--- src/rtl/ascon_block_driver.sv ---
// Host-side block driver for the ASCON-128 core: starts the core, hands it one AD block and
// N_BLK text blocks over a valid/accept handshake, forwards output blocks and the tag.
module ascon_block_driver #(
    parameter int unsigned N_BLK   = 4,
    parameter int unsigned TIMEOUT = 64
) (
    input  logic         clk_i,
    input  logic         rst_i,
    input  logic         start_i,
    input  logic         decrypt_i,
    input  logic         host_valid_i,
    input  logic [63:0]  host_data_i,
    output logic         host_ready_o,
    output logic         core_start_o,
    output logic         core_decrypt_o,
    output logic         core_data_valid_o,
    output logic [63:0]  core_data_o,
    input  logic         core_accept_i,
    input  logic         core_cipher_we_i,
    input  logic [63:0]  core_cipher_i,
    input  logic         core_tag_we_i,
    input  logic [127:0] core_tag_i,
    input  logic         core_end_i,
    output logic         out_valid_o,
    output logic [63:0]  out_data_o,
    output logic [127:0] tag_o,
    output logic         done_o,
    output logic         err_o,
    output logic         busy_o
);

    localparam int unsigned CntW = $clog2(N_BLK + 2);
    localparam int unsigned TmoW = $clog2(TIMEOUT + 1);

    typedef enum logic [2:0] {
        StIdle,
        StStart,
        StFetch,
        StOffer,
        StWaitEnd,
        StDone
    } state_e;

    state_e         state_q, state_d;
    logic [CntW-1:0] blk_cnt_q, blk_cnt_d;
    logic [TmoW-1:0] tmo_q, tmo_d;
    logic           decrypt_q, decrypt_d;
    logic [63:0]    data_q, data_d;
    logic           err_q, err_d;
    logic [127:0]   tag_q, tag_d;
    logic           out_valid_q;
    logic [63:0]    out_data_q;
    logic           tmo_hit;

    assign tmo_hit = (tmo_q == TmoW'(TIMEOUT - 1));

    always_comb begin
        state_d   = state_q;
        blk_cnt_d = blk_cnt_q;
        tmo_d     = tmo_q;
        decrypt_d = decrypt_q;
        data_d    = data_q;
        err_d     = err_q;
        tag_d     = tag_q;
        unique case (state_q)
            StIdle: begin
                if (start_i) begin
                    state_d   = StStart;
                    decrypt_d = decrypt_i;
                    err_d     = 1'b0;
                    tag_d     = '0;
                    blk_cnt_d = '0;
                end
            end
            StStart: state_d = StFetch;
            StFetch: begin
                if (host_valid_i) begin
                    data_d  = host_data_i;
                    tmo_d   = '0;
                    state_d = StOffer;
                end
            end
            StOffer: begin
                // Accept takes priority over an expiring timeout in the same cycle.
                if (core_accept_i) begin
                    blk_cnt_d = blk_cnt_q + 1'b1;
                    tmo_d     = '0;
                    state_d   = (blk_cnt_q == CntW'(N_BLK)) ? StWaitEnd : StFetch;
                end else if (tmo_hit) begin
                    err_d   = 1'b1;
                    state_d = StIdle;
                end else begin
                    tmo_d = tmo_q + 1'b1;
                end
            end
            StWaitEnd: begin
                if (core_end_i) begin
                    state_d = StDone;
                end else if (tmo_hit) begin
                    err_d   = 1'b1;
                    state_d = StIdle;
                end else begin
                    tmo_d = tmo_q + 1'b1;
                end
            end
            StDone: state_d = StIdle;
            default: state_d = StIdle;
        endcase
        // The core may deliver the tag in any state, including alongside core_end_i.
        if (core_tag_we_i) begin
            tag_d = core_tag_i;
        end
    end

    always_ff @(posedge clk_i) begin
        if (rst_i) begin
            state_q     <= StIdle;
            blk_cnt_q   <= '0;
            tmo_q       <= '0;
            decrypt_q   <= 1'b0;
            data_q      <= '0;
            err_q       <= 1'b0;
            tag_q       <= '0;
            out_valid_q <= 1'b0;
            out_data_q  <= '0;
        end else begin
            state_q     <= state_d;
            blk_cnt_q   <= blk_cnt_d;
            tmo_q       <= tmo_d;
            decrypt_q   <= decrypt_d;
            data_q      <= data_d;
            err_q       <= err_d;
            tag_q       <= tag_d;
            out_valid_q <= core_cipher_we_i;
            if (core_cipher_we_i) begin
                out_data_q <= core_cipher_i;
            end
        end
    end

    assign host_ready_o      = (state_q == StFetch);
    assign core_start_o      = (state_q == StStart);
    assign core_data_valid_o = (state_q == StOffer);
    assign done_o            = (state_q == StDone);
    assign busy_o            = (state_q != StIdle);
    assign core_decrypt_o    = decrypt_q;
    assign core_data_o       = data_q;
    assign err_o             = err_q;
    assign tag_o             = tag_q;
    assign out_valid_o       = out_valid_q;
    assign out_data_o        = out_data_q;

endmodule

--- config.mk ---
export PLATFORM = sky130hd
export DESIGN_NAME = ascon_block_driver
export DESIGN_NICKNAME = d
export VERILOG_FILES = /design/src/rtl/ascon_block_driver.sv
export SDC_FILE = /design/constraint.sdc
export NUM_CORES = 1
export LEC_CHECK = 0
export CAP_MARGIN = 0
export CORE_AREA = 3 3 207 209
export DETAILED_ROUTE_END_ITERATION = 8
export DIE_AREA = 0 0 210 212
export SLEW_MARGIN = 40
export SYNTH_ARGS = -nofsm -noshare
export SYNTH_HDL_FRONTEND = slang
export SYNTH_SLANG_ARGS = --single-unit
export TNS_END_PERCENT = 50
--- constraint.sdc ---
create_clock -name clk_i -period 2.05 [get_ports clk_i]
set_input_delay 0.205 -clock clk_i [delete_from_list [all_inputs] [get_ports clk_i]]
set_output_delay 0.205 -clock clk_i [all_outputs]
set_load 0.05 [all_outputs]
==> metrics.yaml <==
status: "finished clean"
critPathLaunchType: "flip-flop"
synth_top_family_by_area: "simple AND/OR/NAND/NOR gates"
cp.required_ps: 1850
core_sq_um: 41000
cpMaxStageDelayCell: "clkdlybuf4s50_1"
slew_violations: 0
power_leakage_nw: 6.39
antenna_cells: 0
grt_pass1_wl_mm: 57.2
finalSetupViolations: 0
layout_commonest_cell: "clkdlybuf4s50_1"
syn-cell-area_sq_um: 10300
final_cells: 2214
postRouteAntennaNets: 0
finalCritPeriodShare_pct: 97.1
area_growth_pct: 67.4
ys_seq_area_share_pct: 53.1
grt_max_degree: 71
crit_fanout: 2
synth_top_area_share_pct: 53.1
cts-htree-levels: 1
synth_xor_xnor_area_share_pct: 0.171
cts_root_buffer: "clkbuf_16"
total_power_mw: 14.3
yosysUniqueCellTypes: 36
dp_hpwl_mm: 27.9
fin_setup_tns_ps: 0
drt_first_pass_iters: 5
r2r_cells: 5
grt_setup_unrepaired: "false"
wl_mm: 37.9
max_freq_ghz: 0.502
synthArstFlopShare_pct: 0
synth_edf_count: 0
synth_compound_area_share_pct: 10.9
cts_sinks: 272
syn_area_per_cell_sq_um: 8.82
grt-ovfl-total: 0
initial_core_util_pct: 25.0
row_count: 74
hp-class: "in2reg"
synthTopCellsByArea: "dfxtp_1 53%, a21oi_1 10%, nand2_1 9.7%, nand3b_1 9.4%, mux2i_1 6.2%"
path_buf_inv: 1
slowest_delay_ps: 860
synthMuxAreaShare_pct: 6.36
ys_ff_latch: 272
max_cap_violations: 0
powerDensity_nw_per_um2: 831
ir_drop_mv: 0.596
place_congestion: 0.791
port_buffers: 528
synth_ff_type: "dfxtp_1"
grtUsageTotal_pct: 16.0
crit_chain: "clkdlybuf4s50_1"
dieHeight_um: 212
clkTransAtPathRegs_ps: 60
skew_ps: 16.3
wl_per_cell_um: 17.1
tightest_slew_ps: 634
endpoint_kind: "primary output"
fin_util_pct: 41.8
synth_simple_gate_area_share_pct: 24.2
criticalPathCategory: "reg2out"
slew_headroom_pct: 57.9
critPathArrivalTime_ps: 1790
hold_violations: 0
die_area_sq_um: 44500
fin_nets: 1929
hold_depth: 3
drive_gt1_share_pct: 5.89
first_iter_violations: 626
ios: 529
worstSkewPairLatency_ps: 560
cp_top_family: "buffers and inverters"
layout_common_cells: "512 x clkdlybuf4s50_1, 271 x dfxtp_1, 263 x nand2_1"
post-place-cells: 2160
netlist_instances: 1162
drc_errors: 0
antenna_found_initial: 3
postCtsSetupRepairBufs: 0
period_needed_ps: 1990
die_w_um: 210
synthAdderAreaFrac_pct: 0.366
critical_path_depth: 1
synth_top_area_cell: "dfxtp_1"
syn_nets: 1430
vias: 10000
routed_via_density: 4.52
grt_pass1_vias: 9997
cts_tree: "built"
cts_buffers: 31
clk_path_buf_depth: 3
yosysWarningCount: 0
## kinds of logic after synthesis
logic type / count (synthesis)
AND/OR/NAND/NOR: 499
flip-flops: 272
AO/OA/AOI/OAI: 220
buffers and inverters: 101
multiplexers: 65
adder cells (fa/ha/maj): 3
XOR/XNOR: 2
## synthesized netlist by cell type, types with 2 or more instances
| library cell | n |
|---|---|
| a21o_1 | 2 |
| a21oi_1 | 209 |
| and2_1 | 2 |
| buf_1 | 2 |
| buf_2 | 14 |
| buf_6 | 14 |
| clkbuf_1 | 67 |
| dfxtp_1 | 272 |
| ha_1 | 3 |
| inv_1 | 4 |
| mux2i_1 | 64 |
| nand2_1 | 264 |
| nand2b_1 | 4 |
| nand3_1 | 5 |
| nand3b_1 | 129 |
| nor2_1 | 66 |
| nor2b_1 | 2 |
| nor3_1 | 5 |
| nor3b_1 | 3 |
| o21ai_0 | 3 |
| o31ai_1 | 4 |
| or2_2 | 2 |
| or3_1 | 6 |
| or4_1 | 3 |
| xnor2_1 | 2 |
## per-layer routing
metal	track usage [%]	vias to the layer above	share of wire, %	routed length, um
li1	-	4890	-	-
met1	18.9	4673	40	15100
met2	27.9	383	48	18400
met3	6.06	51	9.5	3610
met4	3.35	6	2.1	789
met5	0	-	0.11	43
## layout make-up
type / instances / area (sq um)
flip-flops and latches: 272 / 5450
fillers: 4060 / 23900
clock buffers: 45 / 868
inverters: 4 / 15.0
multi-input cells: 789 / 4320
well taps: 532 / 666
repair buffers: 563 / 5730
clock inverters: 9 / 123
## state kept, by name, indices dropped and copies added (netlist names)
register	flops
core_data_o	64
err_o	1
tmo_q	7
core_decrypt_o	1
out_data_o	64
state_q	3
out_valid_o	1
tag_o	128
blk_cnt_q	3
## worst paths after layout
| check | from | to | slack [ps] |
|---|---|---|---|
| worst max-delay path | tag_o[119] | tag_o[119] | 60 |
| worst min-delay path | core_cipher_we_i | out_data_o[4] | 60 |
| worst max register to register | state_q[1] | tag_o[98] | 340 |
| worst min register to register | core_data_o[23] | core_data_o[23] | 450 |
## power breakdown
group / leakage, nW / internal [mW] / switching (mW) / total [mW]
clock: 0.485 / 3.28 / 2.19 / 5.47
combinational: 3.67 / 1.28 / 1.81 / 3.08
sequential: 2.23 / 5.57 / 0.154 / 5.72
total: 6.39 / 10.1 / 4.15 / 14.3
## metrics by stage
step | cell area (sq um) | hold slack [ps] | setup slack [ps]
6_report | 17200 | 58.9 | 59.7
5_1_grt | 17200 | 46.5 | 1.43
4_1_cts | 17200 | 9.34 | 0.850
3_5_place_dp | 16200 | 446 | 24.6
3_3_place_gp | 16200 | 442 | 49.7
2_1_floorplan | 10300 | 341 | 69.6
## what timing repair did
action / CTS / global route
gates resized for setup: 5 / 2
hold buffers: 0 / 0
endpoints found under the setup margin: 5 / 2
## worst min-delay path, stage by stage
cell     delay (ps)
buf_4           210
mux2i_1         100
nor2_1           70
Power figures use the tool's default switching activity.
